`src/rtl/fir_pkg.sv`:
```
// Shared widths, FSM state encoding and tap index type for the sequential FIR.
package fir_pkg;

  localparam int DATA_W   = 17;
  localparam int COEF_W   = 17;
  localparam int OUT_W    = 36;
  localparam int NUM_TAPS = 4;

  typedef enum logic [1:0] {
    IDLE = 2'd0,
    MAC  = 2'd1,
    OUT  = 2'd2
  } state_e;

  typedef logic [1:0] tap_idx_t;

endpackage

```
`src/rtl/fir_mul.sv`:
```
// Combinational signed multiplier; product is sign-extended to the accumulator width.
module fir_mul #(
  parameter int A_W = 17,
  parameter int B_W = 17,
  parameter int P_W = 36
) (
  input  logic [A_W-1:0] a,
  input  logic [B_W-1:0] b,
  output logic [P_W-1:0] p
);

  logic signed [A_W+B_W-1:0] prod;

  // Full-precision signed product, then sign-extend to the output width.
  always_comb begin
    prod = $signed(a) * $signed(b);
    p    = {{(P_W-A_W-B_W){prod[A_W+B_W-1]}}, prod};
  end

endmodule

```
`src/rtl/fir_seq_mac.sv`:
```
// 4-tap direct-form FIR time-multiplexed onto one multiplier and one accumulator.
// Samples enter over in_valid/in_ready, results leave over out_valid/out_ready.
import fir_pkg::*;

module fir_seq_mac #(
  parameter int DATA_W = fir_pkg::DATA_W,
  parameter int COEF_W = fir_pkg::COEF_W,
  parameter int OUT_W  = fir_pkg::OUT_W
) (
  input  logic              clk,
  input  logic              reset,
  input  logic              in_valid,
  output logic              in_ready,
  input  logic [DATA_W-1:0] x_in,
  input  logic [COEF_W-1:0] c0,
  input  logic [COEF_W-1:0] c1,
  input  logic [COEF_W-1:0] c2,
  input  logic [COEF_W-1:0] c3,
  output logic              out_valid,
  input  logic              out_ready,
  output logic [OUT_W-1:0]  y_out
);

  state_e            state_q, state_d;
  logic [DATA_W-1:0] x_q    [NUM_TAPS];
  logic [DATA_W-1:0] x_d    [NUM_TAPS];
  logic [COEF_W-1:0] coef_q [NUM_TAPS];
  logic [COEF_W-1:0] coef_d [NUM_TAPS];
  logic [OUT_W-1:0]  acc_q, acc_d;
  logic [OUT_W-1:0]  y_q, y_d;
  tap_idx_t          idx_q, idx_d;
  logic              done_q, done_d;
  logic              in_ready_q, in_ready_d;
  logic              out_valid_q, out_valid_d;

  logic [DATA_W-1:0] mul_a;
  logic [COEF_W-1:0] mul_b;
  logic [OUT_W-1:0]  prod;

  fir_mul #(
    .A_W(DATA_W),
    .B_W(COEF_W),
    .P_W(OUT_W)
  ) u_mul (
    .a(mul_a),
    .b(mul_b),
    .p(prod)
  );

  // Select the operand pair for the tap currently being accumulated.
  always_comb begin
    mul_a = x_q[idx_q];
    mul_b = coef_q[idx_q];
  end

  // Next-state, datapath and handshake flag computation.
  // done_q marks that all four taps are summed; the following MAC cycle moves
  // the finished sum into y_out, giving out_valid five edges after accept.
  always_comb begin
    state_d = state_q;
    x_d     = x_q;
    coef_d  = coef_q;
    acc_d   = acc_q;
    y_d     = y_q;
    idx_d   = idx_q;
    done_d  = done_q;

    case (state_q)
      IDLE: begin
        if (in_valid && in_ready_q) begin
          x_d[3]    = x_q[2];
          x_d[2]    = x_q[1];
          x_d[1]    = x_q[0];
          x_d[0]    = x_in;
          coef_d[0] = c0;
          coef_d[1] = c1;
          coef_d[2] = c2;
          coef_d[3] = c3;
          acc_d     = '0;
          idx_d     = '0;
          done_d    = 1'b0;
          state_d   = MAC;
        end
      end
      MAC: begin
        if (done_q) begin
          y_d     = acc_q;
          done_d  = 1'b0;
          state_d = OUT;
        end else begin
          acc_d = acc_q + prod;
          idx_d = tap_idx_t'(idx_q + 2'd1);
          if (idx_q == 2'd3) begin
            done_d = 1'b1;
          end
        end
      end
      OUT: begin
        if (out_ready && out_valid_q) begin
          state_d = IDLE;
        end
      end
      default: begin
        state_d = IDLE;
      end
    endcase

    in_ready_d  = (state_d == IDLE);
    out_valid_d = (state_d == OUT);
  end

  // State, history, coefficient, accumulator and output registers.
  always_ff @(posedge clk or negedge reset) begin
    if (!reset) begin
      state_q     <= IDLE;
      acc_q       <= '0;
      y_q         <= '0;
      idx_q       <= '0;
      done_q      <= 1'b0;
      in_ready_q  <= 1'b0;
      out_valid_q <= 1'b0;
      for (int unsigned i = 0; i < NUM_TAPS; i++) begin
        x_q[i]    <= '0;
        coef_q[i] <= '0;
      end
    end else begin
      state_q     <= state_d;
      acc_q       <= acc_d;
      y_q         <= y_d;
      idx_q       <= idx_d;
      done_q      <= done_d;
      in_ready_q  <= in_ready_d;
      out_valid_q <= out_valid_d;
      for (int unsigned i = 0; i < NUM_TAPS; i++) begin
        x_q[i]    <= x_d[i];
        coef_q[i] <= coef_d[i];
      end
    end
  end

  assign in_ready  = in_ready_q;
  assign out_valid = out_valid_q;
  assign y_out     = y_q;

endmodule
```
`config.mk`:
```
export PLATFORM = sky130hd
export DESIGN_NAME = fir_seq_mac
export DESIGN_NICKNAME = d
export VERILOG_FILES = /design/src/rtl/fir_pkg.sv /design/src/rtl/fir_mul.sv /design/src/rtl/fir_seq_mac.sv
export SDC_FILE = /design/constraint.sdc
export NUM_CORES = 1
export LEC_CHECK = 0
export CAP_MARGIN = 0
export CORE_MARGIN = 2
export CORE_UTILIZATION = 57
export CTS_BUF_LIST = sky130_fd_sc_hd__clkbuf_2 sky130_fd_sc_hd__clkbuf_4 sky130_fd_sc_hd__clkbuf_8
export CTS_CLUSTER_DIAMETER = 100
export DETAILED_ROUTE_END_ITERATION = 8
export PLACE_DENSITY = 0.85
export REMOVE_ABC_BUFFERS = 1
export SLEW_MARGIN = 20
export SYNTH_ARGS = -nofsm -noshare
export SYNTH_HDL_FRONTEND = slang
export SYNTH_SLANG_ARGS = --single-unit
```
`constraint.sdc`:
```
create_clock -name clk -period 8.5 [get_ports clk]
set_input_delay 0.85 -clock clk [delete_from_list [all_inputs] [get_ports clk]]
set_output_delay 0.85 -clock clk [all_outputs]
set_load 0.1 [all_outputs]
```
# Yosys cells after proc, flatten, opt, wreduce, memory -nomap -nowiden

Cells that the tools add are included.

$add $sub $neg: 2
$mul: 1
Order comparisons: 1
Equal/unequal tests: 6
Mux-type cells: 20
Bitwise operators: 1
Reductions and logical operators: 9

Operators with widths:

| operator                                                              | count |
|---|---|
| 36-bit two-way mux                                                    | 2 |
| 36-bit one-hot mux with 2 select lines                                | 1 |
| 17-bit binary-select mux with 2-bit select                            | 2 |
| 17-bit two-way mux                                                    | 4 |
| 36-bit adder                                                          | 1 |
| 17-bit by 17-bit multiplier with 34-bit output                        | 1 |
| 2-bit two-way mux                                                     | 5 |
| 2-bit equality test, second input constant                            | 3 |
| 2-bit one-hot mux with 3 select lines                                 | 1 |
| 2-bit AND reduction                                                   | 3 |
| 2-bit zero test                                                       | 2 |
| 2-bit inequality test, second input constant                          | 2 |
| 2-bit one-hot mux with 2 select lines                                 | 1 |
| 3-bit greater-or-equal comparator, second input constant              | 1 |
| 1-bit two-way mux                                                     | 3 |
| 2-bit NOT with 3-bit output                                           | 1 |
| 3-bit AND reduction                                                   | 1 |
| 2-bit by 1-bit adder with 2-bit output, second input constant         | 1 |
| 2-bit by 1-bit equality test with 1-bit output, second input constant | 1 |
| 1-bit logical AND                                                     | 2 |
| 1-bit one-hot mux with 2 select lines                                 | 1 |
| 2-bit nonzero test                                                    | 1 |

Register bits: 215
Input bits: 89

# Logic depth before layout (Yosys ltp)

Gate-level depths: netlist of the first run.

Depth in word-level cells: 8
Mapped depth: 42
Mapped depth without buffers: 38

# Cells and area by module

A second synthesis of the first run with hierarchy kept.

Cells, all modules: 2,002
Area, all modules: 21,597.0 um2

Modules (own cells, without submodules):

| module      | times used | cells an instance | area each (um2) | sequential area each (um2) |
|---|---|---|---|---|
| fir_mul     | 1          | 1,197             | 10,968.0        | 0.0 |
| fir_seq_mac | 1          | 805               | 10,628.9        | 5,380.2 |

# Least setup slack after synthesis of the first run

OpenSTA, ideal clock, no wires.

Path kind: register to register
From: register idx_q[0]
To: register acc_q[35]
Library setup time: 0.065 ns
Data arrival time: 9.021 ns
Path slack: -0.586 ns
Stages on the path, launching flop included: 38
Path buffers: 4
Cell sequence: dfrtp_1 buf_2 buf_1 buf_1 mux2_2 o21ai_1 nor2_1 fa_1 inv_1 fa_1 fa_1 inv_1 fa_1 fa_1 inv_1 fa_1 inv_1 ha_1 [... 2 more ...] a211oi_1 a211oi_1 a21oi_1 o21ai_1 o21a_1 o21a_1 nor2_1 xnor2_1 ha_1 a21oi_1 o21ai_0 or2_2 o211ai_1 o311ai_0 o211ai_1 xor2_1 a21oi_1 o21ba_1

Word-level cells in the longest chain between the ends: 8
Elaborated cells between the ends (all ways): 11
Those cells by class: add/sub (1); mul (1); mux (8); bitwise (1)

RTL lines:

| element                                                       | RTL line                             | RTL |
|---|---|---|
| from (decl)                                                   | fir_seq_mac.sv:31                    | `tap_idx_t idx_q, idx_d;` |
| from (signal assigned)                                        | fir_seq_mac.sv:130                   | `idx_q <= idx_d;` |
| 2-bit NOT with 3-bit output (implied by the code) (*)         | fir_seq_mac.sv:52, fir_seq_mac.sv:53 |  |
| 17-bit binary-select mux with 2-bit select (on tied branches) | fir_seq_mac.sv:52, fir_seq_mac.sv:53 |  |
| 17-bit two-way mux (on tied branches) (2 in a row)            | fir_seq_mac.sv:52, fir_seq_mac.sv:53 |  |
| 17-bit by 17-bit multiplier with 34-bit output (*)            | fir_mul.sv:16                        | `prod = $signed(a) * $signed(b);` |
| 36-bit adder (*)                                              | fir_seq_mac.sv:91                    | `acc_d = acc_q + prod;` |
| 36-bit two-way mux (*)                                        | fir_seq_mac.sv:86                    | `if (done_q) begin` |
| 36-bit one-hot mux with 2 select lines (*)                    | fir_seq_mac.sv:68                    | `case (state_q)` |
| to (signal assigned)                                          | fir_seq_mac.sv:116                   | `acc_q <= '0;` |
| to (signal assigned)                                          | fir_seq_mac.sv:128                   | `acc_q <= acc_d;` |
| to (decl)                                                     | fir_seq_mac.sv:29                    | `logic [OUT_W-1:0] acc_q, acc_d;` |

Mark *: on every way between the ends. The rest lies on a longest branch, timed or not. The select of a mux whose other input is x is not followed.
A chain may end at the register's enable or synchronous reset.

# Worst setup path in the final report of the first run

From: register idx_q[0]
To: register acc_q[34]

Same word-level chain as after synthesis.

==> results of run 1 <==
[area by class of cell]
cell class	instances	area, sq um	share of cell area, %
multi-input cells	1451	15000	56.3
well taps	468	586	2.19
clock inverters	13	181	0.680
clock buffers	61	802	3.00
repair buffers	373	3420	12.8
flip-flops and latches	215	5390	20.2
inverters	344	1290	4.85
[layout by cell type (no fill, tap or decap), types with 15 or more instances in the layout]
cell type,netlist,layout
xor2_1,20,19
clkdlybuf4s50_1,0,125
mux2_2,198,193
o21a_1,35,22
clkbuf_8,0,55
a21oi_2,0,18
o21ai_1,42,35
dfrtp_1,215,213
buf_6,0,15
ha_1,123,104
a21o_1,28,28
o21ai_0,44,35
mux2i_1,27,27
fa_1,297,282
nand2b_1,18,18
fa_2,0,15
nor2_1,180,174
inv_2,1,23
buf_4,0,212
inv_1,343,320
a21oi_1,51,32
nand2_1,207,199
xnor2_1,44,41
[flip-flops by register name, indices dropped and copies added, names as in the netlist]
| signal | flops |
|---|---|
| out_valid | 1 |
| y_out | 36 |
| coef_q | 68 |
| in_ready | 1 |
| done_q | 1 |
| state_q | 2 |
| idx_q | 2 |
| acc_q | 36 |
| x_q | 68 |
[cell families (layout without fill, tap and decap cells)]
group                    Yosys count  in the layout
AND/OR/NAND/NOR                  470            470
adder cells (fa/ha/maj)          420            420
multiplexers                     232            233
XOR/XNOR                          64             64
buffers and inverters            417            791
flip-flops                       215            215
AO/OA/AOI/OAI                    264            264
[timing repair]
| item | 4_1_cts | 5_1_grt |
|---|---|---|
| pin swaps | 10 | 91 |
| endpoints found under the setup margin | 6 | 17 |
| cloned | 1 | 4 |
| buffers inserted | 6 | 30 |
| gates resized for setup | 20 | 188 |
[worst max-delay path: cells and delay by family, from the launching register on]
| family | cells | cell delay [ns] |
|---|---|---|
| buffers and inverters | 7 | 0.69 |
| AO/OA/AOI/OAI | 16 | 2.94 |
| multiplexers | 1 | 0.31 |
| AND/OR/NAND/NOR | 3 | 0.23 |
| XOR/XNOR | 2 | 0.25 |
| flip-flops | 1 | 0.58 |
| adder cells (fa/ha/maj) | 8 | 3.39 |
[per-stage QoR]
| step | TNS [ns] | utilization, % | cells | hold slack (ns) | worst slack, ns |
|---|---|---|---|---|---|
| final | -0.415 | 72.7 | 2925 | 0.216 | -0.109 |
| after floorplan | -665.70 | - | 2009 | 0.473 | -6.72 |
| after global routing | -2.43 | 72.7 | 2925 | 0.260 | -0.366 |
| after CTS | 0 | 69.9 | 2892 | 0.208 | 0.000129 |
| after global placement | -0.0267 | 66.8 | 2811 | 0.484 | -0.0267 |
| after detailed placement | -0.357 | 66.8 | 2811 | 0.494 | -0.162 |
[worst max-delay path by stage]
| stage | startpoint | end | cells after the start |
|---|---|---|---|
| final | idx_q[0] | acc_q[34] | 37 |
| after global routing | idx_q[0] | acc_q[35] | 38 |
| after CTS | idx_q[0] | acc_q[34] | 37 |
| after detailed placement | idx_q[0] | acc_q[34] | 38 |
| after global placement | idx_q[0] | acc_q[34] | 37 |
| after floorplan | in_ready | acc_q[4] | 4 |
[routing by layer]
layer / wire (microns) / GRT usage (%) / share of wire (%) / up-vias
met3: 4100 / 5.51 / 7.3 / 165
met5: 33 / 0 / 0.059 / -
met1: 21300 / 34.7 / 38 / 8415
met2: 28300 / 48.7 / 51 / 597
li1: - / - / - / 7365
met4: 2140 / 11.3 / 3.8 / 4
==> flow_summary.ini, run 1 <==
[run_status]
status = complete, but fails checks
violations = negative setup slack

[sta]
clock.fmax_ghz = 0.116
slew_viol_final = 0
hold_viol = 0
setup_viol = 7
clock_skew_ns = 0.0325
tightestPinTransition_ns = 1.02
rsz0062_at_grt = yes
period_needed_ns = 8.61
slew-limit-headroom_pct = 31.9
finalCritPeriodShare_pct = 101
final.setup.worst_slack_ns = -0.109

[synth]
synth_top_family_by_area = adder cells
synth_cells = 2082
syn_area_per_cell_sq_um = 10.2
synthMuxAreaShare_pct = 12.5
synth_compound_area_share_pct = 7.93
synth-warning-count = 0
ys_seq_elements = 215
ys_seq_area_share_pct = 25.3
synth-simple-area-share_pct = 9.16
synth_area_sq_um = 21300
async_flop_share_pct = 100
synth_flop_cell = dfrtp_1
ys_types = 58
synth_area_leaders = fa_1 (28%), dfrtp_1 (25%), mux2_2 (10%)
synth_top_area_cell = fa_1
yosysMostFrequentCell = inv_1
synth_common_cells = inv_1 (343), fa_1 (297), dfrtp_1 (215)
synth_edf_count = 0
yosys.area_share.adder_pct = 35.2
synthXorXnorAreaFrac_pct = 2.63
yosys.area.top_type_share_pct = 27.9

[route]
drtIter0Drc = 939
dr.pass1.iters = 6
wl_per_cell_microns = 19.1
vias = 16546
vias_per_cell = 5.66
finalWirelength_microns = 55800
drc = 0
ant_nets = 0

[clock_network]
cts-buffers-inserted = 41
cts_tree = built
path_clk_slew_ns = 0.07
h-tree-depth = 2
hold_buffers = 0
clk-insertion-delay-late_ns = 0.62
cts.sinks = 215
cts.path.max_buffers = 3
cts_root_buffer = clkbuf_8

[placed_design]
portBuffers = 126
place_area_sq_um = 24500
dpl.hpwl_microns = 41500
place_congestion = 0.981

[setup_path]
slowest_stage = dfrtp_4
r2r_setup_slack_ns = -0.11
crit_fanout = 7
critPathRequiredTime_ns = 8.97
crit_top_cell = fa_2
arrival_ns = 9.08
r2r-start = idx_q[0]
cp-end-kind = flop
cp_slowest_stage_delay_ns = 0.58
reg2reg_depth = 37
crit_type = reg -> reg
critPathLaunchType = flop
worstReg2RegEnd = acc_q[34]

[global_routing]
grt_pass1_vias = 17122
grt_first_pass_wirelength_microns = 85400
antenna_found_initial = 3
gr-total-overflow = 0
grt_usage_pct = 28.1
grt_max_degree = 78

[final_layout]
nNetsFinal = 2935
antennaDiodeCount = 0
drive_gt1_share_pct = 28.0
fillerInstances = 2424
design_area_sq_um = 26700
syn2layout_area_growth_pct = 25.4

[die]
die-area_sq_um = 38900
die_w_microns = 197
die_h_microns = 197
initial_utilization_pct = 58.0
fp.coreArea_sq_um = 36700
ios = 127
row_count = 70

[hold_path]
min_path_type = in -> async

[flow_run]
drv_cap = 0
Power of run 1 is left out: the tool's default activity adds up to more than one toggle a clock period on the data nets, which glitch-free logic cannot reach.
==> run 2, diff against run 1 <==
Settings changed: TNS_END_PERCENT from default to 20.
==> run 2 against run 1 <==
- the flow still finishes with violations (negative setup slack)
- count of clock-buffer cells in the layout stayed put
- via count about the same
- non-clock buffer count down 3
- cell area fell by 0.51%
- critical endpoint unchanged
- worst hold slack improved by 0.0045 ns
- first-iteration DRC count increased by 1.5%
- highest routed layer unchanged
- maximum frequency shrank 0.14%
- sequential share of layout area rose by 0.10 points
- global-route usage unchanged
- wire length is 0.52% lower
- clock skew grew 0.0014 ns
- core utilization is 0.37 points lower
==> flow_summary.ini, run 2 (synthesis results as in run 1) <==
[setup_path]
crit_top_cell = fa_2
reg2reg_depth = 39
r2r-start = idx_q[0]
critPathRequiredTime_ns = 8.97
critPathLaunchType = flop
arrival_ns = 9.09
r2r_setup_slack_ns = -0.12
cp_slowest_stage_delay_ns = 0.58
crit_fanout = 7
crit_type = reg -> reg
cp-end-kind = flop
slowest_stage = dfrtp_4
worstReg2RegEnd = acc_q[34]

[clock_network]
cts_tree = built
cts-buffers-inserted = 41
cts.path.max_buffers = 3
h-tree-depth = 2
path_clk_slew_ns = 0.07
cts_root_buffer = clkbuf_8
clk-insertion-delay-late_ns = 0.62
hold_buffers = 0
cts.sinks = 215

[global_routing]
grt_max_degree = 78
gr-total-overflow = 0
grt_pass1_vias = 17122
grt_usage_pct = 28.1
antenna_found_initial = 3
grt_first_pass_wirelength_microns = 85400

[final_layout]
final_cell_mix = inv_1 (322), fa_1 (282), dfrtp_1 (213)
drive_gt1_share_pct = 27.3
top_regs = coef_q: 68 flops, x_q: 68 flops
final_common_cell = inv_1
regArea_sq_um = 5390
multi_input_area_sq_um = 14900
syn2layout_area_growth_pct = 24.8
design_area_sq_um = 26600
nNetsFinal = 2932
fin_util_pct = 72.4
antennaDiodeCount = 0
fillerInstances = 2454

[die]
initial_utilization_pct = 58.0
fp.coreArea_sq_um = 36700
die_h_microns = 197
die_w_microns = 197
row_count = 70
die-area_sq_um = 38900
ios = 127

[route]
dr.pass1.iters = 7
vias_per_cell = 5.66
vias = 16535
finalWirelength_microns = 55600
drc = 0
wl_per_cell_microns = 19.0
ant_nets = 0
drtIter0Drc = 953

[sta]
hold-worst-slack_ns = 0.221
hold_viol = 0
rsz0062_at_grt = yes
setup_viol = 3
finalCritPeriodShare_pct = 101
tightestPinTransition_ns = 1.02
period_needed_ns = 8.62
clock_skew_ns = 0.0339
slew-limit-headroom_pct = 31.9
slew_viol_final = 0
clock.fmax_ghz = 0.116
final.setup.worst_slack_ns = -0.120

[placed_design]
place_area_sq_um = 24500
dpl.hpwl_microns = 41500
place_congestion = 0.981
portBuffers = 126

[hold_path]
min_path_type = in -> async

[run_status]
status = complete, but fails checks
violations = negative setup slack

[flow_run]
drv_cap = 0
[run 2: changes by cell type in the layout (fill, tap and decap cells not counted), moves of 2 or more]
cell      previous run  this run
nor2_1             174       177
nor2_2               6         3
a211oi_2             3         5
a211oi_4             2         0
a21oi_1             32        34
a21oi_2             18        16
buf_6               15        13
ha_1               104       106
inv_1              320       322
inv_2               23        21
[run 2: critical path, delay by kind of cell, from the launching register on]
kind / cells / cell delay [ns]
XOR/XNOR: 2 / 0.26
multiplexers: 1 / 0.31
flip-flops: 1 / 0.58
AND/OR/NAND/NOR: 3 / 0.27
AO/OA/AOI/OAI: 16 / 2.82
adder cells (fa/ha/maj): 8 / 3.20
buffers and inverters: 9 / 1.00
[run 2: area by class of cell]
class / count / area share, %
multi-input cells: 1451 / 56.2
flip-flops and latches: 215 / 20.3
repair buffers: 370 / 12.7
inverters: 344 / 4.88
clock buffers: 61 / 3.02
well taps: 468 / 2.20
clock inverters: 13 / 0.683
[run 2: through the flow]
| stage | cells | TNS, ns | setup WS, ns |
|---|---|---|---|
| final | 2922 | -0.178 | -0.120 |
| after floorplan | 2009 | -665.70 | -6.72 |
| after CTS | 2892 | 0 | 0.000129 |
| after global placement | 2811 | -0.0267 | -0.0267 |
| after detailed placement | 2811 | -0.357 | -0.162 |
| after global routing | 2922 | -2.78 | -0.344 |
[run 2: worst max path at each step]
stage                        start         to  slack [ns]
after floorplan           in_ready   acc_q[4]       -6.72
final                     idx_q[0]  acc_q[34]       -0.12
after detailed placement  idx_q[0]  acc_q[34]       -0.16
after global placement    idx_q[0]  acc_q[34]       -0.03
after CTS                 idx_q[0]  acc_q[34]      0.0001
after global routing      idx_q[0]  acc_q[34]       -0.34
[run 2: repair_timing]
action / CTS / global route
gates resized for setup: 20 / 165
pin swaps: 10 / 81
endpoints found under the setup margin: 6 / 17
buffers inserted: 6 / 26
gates cloned: 1 / 4
[run 2: per-layer routing]
metal,up-vias,track usage [%],share of wire (%)
met1,8391,34.7,38
met4,4,11.3,3.9
met3,172,5.51,7.4
met5,-,0,0.059
met2,597,48.7,51
li1,7371,-,-
Power of run 2 is left out for the same reason.
==> run 3, diff against run 2 <==
Settings changed: SKIP_CTS_REPAIR_TIMING from default to 1.
==> run 3 against run 2 <==
- the flow still finishes with violations (negative setup slack)
- count of clock-buffer cells in the layout stayed put
- die area is the same
- wire length down 4.9%
- critical path type unchanged
- largest cell class unchanged
- highest routed layer is now met4
==> flow_summary.ini, run 3 (synthesis results as in run 1) <==
[run_status]
status = complete, but fails checks
violations = negative setup slack

[setup_path]
crit_path_start = idx_q[0]
cp-endpoint = acc_q[34]
crit_cells = 37
slowest_stage = dfrtp_4
critPathLaunchType = flop
r2r-start = idx_q[0]
cp-end-kind = flop
crit_top_cell = fa_1
worstReg2RegEnd = acc_q[34]
reg2reg_depth = 37
crit_type = reg -> reg
critPathRequiredTime_ns = 8.97
arrival_ns = 9.09
cp_top_family = adder cells
crit_buf_inv = 7
crit_fanout = 11
cp_slowest_stage_delay_ns = 0.55
r2r_setup_slack_ns = -0.11

[placed_design]
portBuffers = 126
dpl.hpwl_microns = 41500
place_congestion = 0.981
place_ws_ns = -0.162

[final_layout]
final_common_cell = inv_1
antennaDiodeCount = 0
final_cell_mix = inv_1 (342), fa_1 (297), dfrtp_1 (213)
syn2layout_area_growth_pct = 21.4
drive_gt1_share_pct = 22.5
nNetsFinal = 2907
top_regs = coef_q: 68 flops, x_q: 68 flops

[route]
drtIter0Drc = 1046
wl_per_cell_microns = 18.2
vias = 16236
finalWirelength_microns = 52900
vias_per_cell = 5.60
ant_nets = 0
dr.pass1.iters = 5
drc = 0

[clock_network]
h-tree-depth = 2
cts_tree = built
cts-buffers-inserted = 41
cts_root_buffer = clkbuf_8
clk-insertion-delay-late_ns = 0.62
cts.sinks = 215
path_clk_slew_ns = 0.07
cts.path.max_buffers = 3

[die]
initial_utilization_pct = 58.0
die_h_microns = 197
fp.coreArea_sq_um = 36700
ios = 127
die_w_microns = 197
row_count = 70
die-area_sq_um = 38900

[flow_run]
drv_cap = 0

[sta]
tightestPinTransition_ns = 1.02
final.setup.worst_slack_ns = -0.114
slew-limit-headroom_pct = 31.9
period_needed_ns = 8.61
slew_viol_final = 0
rsz0062_at_grt = yes
setup_viol = 5
clock_skew_ns = 0.0357
clock.fmax_ghz = 0.116
hold_viol = 0
finalCritPeriodShare_pct = 101
finalSetupTns_ns = -0.347

[global_routing]
grt_usage_pct = 27.7
grt_first_pass_wirelength_microns = 84900
antenna_found_initial = 1
gr-total-overflow = 0
grt_pass1_vias = 17030
grt_max_degree = 78

[hold_path]
min_path_type = in -> async
[run 3: through the flow]
step	hold WS [ns]	instances	area, sq um	util, %
2_1_floorplan	0.473	2009	21000	-
3_3_place_gp	0.484	2811	24500	66.8
3_5_place_dp	0.494	2811	24500	66.8
4_1_cts	0.208	2885	25500	69.5
5_1_grt	0.260	2897	25800	70.4
6_report	0.210	2897	25800	70.4
[run 3: how the worst min path moves through the flow]
stage	start	endpoint	slack, ns	cells after the start
2_1_floorplan	acc_q[3]	acc_q[3]	0.47	2
3_3_place_gp	x_q[15]	x_q[15]	0.48	1
3_5_place_dp	coef_q[55]	coef_q[55]	0.49	1
4_1_cts	reset	coef_q[65]	0.21	1
5_1_grt	reset	coef_q[65]	0.26	1
6_report	reset	coef_q[65]	0.21	1
[run 3: worst register-to-register path, delay by kind of cell (launching register included)]
family	cells	cell delay [ns]
compound gates	15	2.67
xor+xnor	2	0.25
fa+ha+maj	8	3.49
buf+inv	7	0.74
flops	1	0.55
mux	1	0.32
simple gates	4	0.46
[run 3: layer usage]
layer | wire [microns] | track usage [%] | part of all wire [%] | vias to the layer above
met5 | 0 | 0 | 0 | -
met4 | 1660 | 9.83 | 3.1 | 0
met3 | 3450 | 3.74 | 6.5 | 122
met2 | 27100 | 48.7 | 51 | 516
met1 | 20600 | 35.3 | 39 | 8278
li1 | - | - | - | 7320
[run 3: cell type report]
cell class / count / area, sq um
multi-input cells: 1451 / 14500
fillers: 2589 / 10900
flip-flops and latches: 215 / 5390
repair buffers: 345 / 3070
inverters: 344 / 1290
clock buffers: 61 / 802
well taps: 468 / 586
clock inverters: 13 / 181
Power of run 3 is left out for the same reason.
==> variant 1, RTL diff (settings of run 2) <==
Make the reset (`reset`) synchronous in one clocked block.
--- a/src/rtl/fir_seq_mac.sv
+++ b/src/rtl/fir_seq_mac.sv
@@ -111,5 +111,5 @@
 
   // State, history, coefficient, accumulator and output registers.
-  always_ff @(posedge clk or negedge reset) begin
+  always_ff @(posedge clk) begin
     if (!reset) begin
       state_q     <= IDLE;
Function: differs if reset is asserted again (counterexample within 4 cycles, from zero or initial values and one cycle with reset low); with reset held inactive, the same outputs for 4 cycles.
==> variant 1 against run 2 <==
Wire length rose by 4.3%; final area is 4.1% lower; sequential cell count is the same; maximum frequency is 3.3% higher; worst setup slack better by 0.27 ns; area after synthesis shrank 0.53%; non-clock buffer count is 51 lower; critical path depth down 6; largest cell class unchanged.
Power is left out: it rests on default switching activity, and per cell area and clock period it moved more than threefold.
==> variant 1: results (changes against run 2) <==
* Number of DRC markers in iteration 0 at 1413 (+48%)
* Hold Path Class: flop to flop
* Total CTS buffers at 37 (-9.8%)
* Status: complete, no violations
* FF-to-FF setup slack at 0.15 ns (+0.27 ns)
* Asr flop ratio synth at 0% (-100 points)
* Placed Cells at 3103 (+10%)
* Synth Area in Compound Gates at 14.2% (+6.3 points)
* Gr usage total at 29.3% (+1.2 points)
* Worst R2R Path Depth at 33 (-15%)
* Routed wire length at 57900 um (+4.3%)
* Worst path arrival time at 8.85 ns (-0.24 ns)
* Mux cell area share after synthesis at 3.60% (-8.9 points)
* Post-cts sizing count at 4 (-80%)
* Ratio of cells with drive above 1 in the final layout at 14.5% (-13 points)
* Buffers outside the clock class at 319 (-14%)
* Pre-Repair DR Iteration Count at 6 (-1)
* #MultiIn Comb at 1805 (+24%)
* Post-CTS Setup Repair Bufs at 0 (-6)
* Layout Skew at 0.0429 ns (+0.00896 ns)
* Initial antenna violation count at 0 (-3)
* Nets at 3234 (+10%)
* Post-DP Area at 0.0238 sq mm (-3.1%)
* DR top layer: met4
* Adder-cell area share of the yosys netlist at 35.3% (+0.19 points)
* Largest net degree at the start of global routing at 115 (+47%)
* CP Max Fanout at 6 (-1)
* Slew @ Worst Pin at 0.997 ns (-0.0212 ns)
* Wire per inst at 18.0 um (-5.3%)
* Fillers at 2822 (+15%)
* ClkCell Share at 3.10% (-0.60 points)
* Met1 WL at 23300 um (+10%)
* RR Startpoint: idx_q[0]
* Commonest cells in the synthesized netlist: nand2_1, inv_1, fa_1
* Reg2reg end: acc_q[35]
* Number of non-clock inverters at 347 (+0.87%)
* Met3 Resource Use GR at 4.41% (-1.1 points)
## variant 1: cell count changes after synthesis, sizes merged, moves of 7 or more
cell / before / now
clkbuf: 62 / 92
dfxtp: 0 / 215
o21a: 35 / 28
nor3b: 1 / 8
xnor2: 44 / 36
nor2b: 6 / 17
dfrtp: 215 / 0
nand2: 207 / 547
nand2b: 18 / 11
mux2: 198 / 27
a21boi: 1 / 177
a21oi: 51 / 59
## variant 1: worst max path at each step
stage / start / to / slack, ns
after floorplan: idx_q[0] / acc_q[29] / -1.18
after global placement: idx_q[0] / acc_q[35] / 0.17
after detailed placement: idx_q[0] / acc_q[35] / -0.04
after CTS: idx_q[0] / acc_q[35] / 0.01
after global routing: idx_q[0] / acc_q[34] / -0.09
final: idx_q[0] / acc_q[35] / 0.15
## variant 1: cell families after synthesis
family | after synthesis
adders and majority gates | 420
muxes | 64
and+or+nand+nor | 829
xor gates and xnor gates | 55
buffers and inverters | 456
DFF | 215
AOI/OAI and AO/OA | 437
==> variant 2, RTL diff (settings of run 2) <==
Made on the original files. Change the package constant `OUT_W` from 36 to 44.
--- a/src/rtl/fir_pkg.sv
+++ b/src/rtl/fir_pkg.sv
@@ -4,5 +4,5 @@
   localparam int DATA_W   = 17;
   localparam int COEF_W   = 17;
-  localparam int OUT_W    = 36;
+  localparam int OUT_W    = 44;
   localparam int NUM_TAPS = 4;
 
Ports: changed (resized y_out); port bits go from 127 to 135. No check against the original RTL was run, so the function may have changed too.
==> variant 2 against run 2 <==
The flow still finishes with violations (setup timing); die area grew 5.4%; wire length grew 9.3%; global-route usage grew 1.9 points; worst hold slack gained 0.036 ns; final area grew 7.5%; worst setup slack lost 0.41 ns; sequential cell count grew 16; cell count grew 9.6%; critical path depth shrank 2; area after synthesis grew 5.5%; critical endpoint is now acc_q[43]; largest cell class unchanged; highest routed layer is now met4.
Power is left out: the tool's default activity adds up to more than one toggle a clock period on the data nets, which glitch-free logic cannot reach.
==> variant 2: results (changes against run 2) <==
* Gr usage total at 30.0% (+1.9 points)
* Failing checks: setup timing
* Fin worst setup slack at -0.533 ns (-0.413 ns)
* Total CTS buffers at 42 (+2.4%)
* Worst R2R Path Depth at 37 (-5.1%)
* Placer Congestion at 0.911 (-7.1%)
* Routed wire length at 60700 um (+9.3%)
* Vias in the first global route at 19500 (+14%)
* Layout Skew at 0.0233 ns (-0.0106 ns)
* WHS at 0.257 ns (+0.0365 ns)
* Cell variety after synth at 60 (+3.4%)
* Initial antenna violation count at 0 (-3)
* Final setup fails at 15 (+12)
* Nets at 3171 (+8.2%)
* Worst-Skew Late Latency at 0.60 ns (-0.02 ns)
* Largest net degree at the start of global routing at 86 (+10%)
* Pre-Repair DR Iteration Count at 6 (-1)
* Adder-cell area share of the yosys netlist at 33.8% (-1.3 points)
* Port Buffers at 134 (+6.3%)
* Synth area leaders: fa_1, dfrtp_1, mux2_2
* Slowest CP cell: fa_1
* Vias at 17900 (+8.4%)
* Synth Area in Compound Gates at 8.82% (+0.90 points)
* Reg2reg end: acc_q[43]
* XOR/XNOR Fraction of Synth Area at 2.81% (+0.17 points)
* Ratio of cells with drive above 1 in the final layout at 29.1% (+1.8 points)
* Number of DRC markers in iteration 0 at 1365 (+43%)
* Status: finished, violations left
* Worst path arrival time at 9.51 ns (+0.42 ns)
* Slew @ Worst Pin at 1.05 ns (+0.0343 ns)
-- variant 2: changes by cell type in the layout (fill, tap and decap cells not counted), sizes merged, moves of 5 or more --
cell and delta:
o21ai +27, buf +95, ha +9, or2 +5, clkbuf +6, and2 +7
clkdlybuf4s50 +8, nor2 +13, a21oi +23, xor2 +5, nand2b +6, dfrtp +16
mux2 +9
-- variant 2: how the worst max path moves through the flow --
stage,cells past startpoint,slack [ns],to
floorplan,4,-7.48,acc_q[11]
global placement,36,-0.53,acc_q[43]
detailed placement,34,-0.61,acc_q[43]
CTS,38,-0.46,acc_q[43]
global route,38,-0.86,acc_q[43]
finish,37,-0.53,acc_q[43]
-- variant 2: kinds of logic (layout without fill, tap and decap cells) --
family	count (synthesis)	in the layout
flip-flops	231	231
buffers and inverters	411	890
adder cells (fa/ha/maj)	429	429
multiplexers	241	241
AND/OR/NAND/NOR	510	510
XOR/XNOR	72	72
AO/OA/AOI/OAI	312	312
-- variant 2: area by class of cell --
type                       count  area share, %
multi-input combinational   1564           55.4
sequential                   231           20.3
timing repair buffer         471           14.4
inverter                     343           4.51
clock buffer                  69           2.98
tap                          518           2.27
clock inverter                 7          0.219
-- variant 2: what timing repair did --
| action | 4_1_cts | 5_1_grt |
|---|---|---|
| setup endpoints to repair | 16 | 23 |
| cloned | 3 | 1 |
| hold endpoints to repair | 0 | 0 |
| resized for setup | 90 | 101 |
| setup buffers | 33 | 13 |
| pin swaps | 68 | 53 |
-- variant 2: worst reg2reg max path: cells and delay by family (launching register included) --
| family | cells | cell delay, ns |
|---|---|---|
| mux | 1 | 0.15 |
| simple gates | 3 | 0.50 |
| flops | 1 | 0.56 |
| xor+xnor | 2 | 0.24 |
| fa+ha+maj | 8 | 3.56 |
| buf+inv | 7 | 0.76 |
| compound gates | 16 | 3.14 |
-- variant 2: metal layers --
layer / global-route usage [%] / share of wire [%]
met5: 0 / 0
met4: 10.7 / 4.0
met1: 37.8 / 39
met3: 5.02 / 6.4
met2: 52.3 / 51
-- variant 2: metrics by stage --
step / std cells / setup slack, ns / utilization, % / setup TNS (ns) / instance area, sq um
4_1_cts: 3188 / -0.460 / 72.4 / -2.32 / 28000
5_1_grt: 3203 / -0.858 / 73.7 / -10.16 / 28500
3_5_place_dp: 3076 / -0.608 / 68.1 / -4.57 / 26400
6_report: 3203 / -0.533 / 73.7 / -3.86 / 28500
3_3_place_gp: 3076 / -0.526 / 68.1 / -3.24 / 26400
2_1_floorplan: 2138 / -7.48 / - / -753.42 / 22200
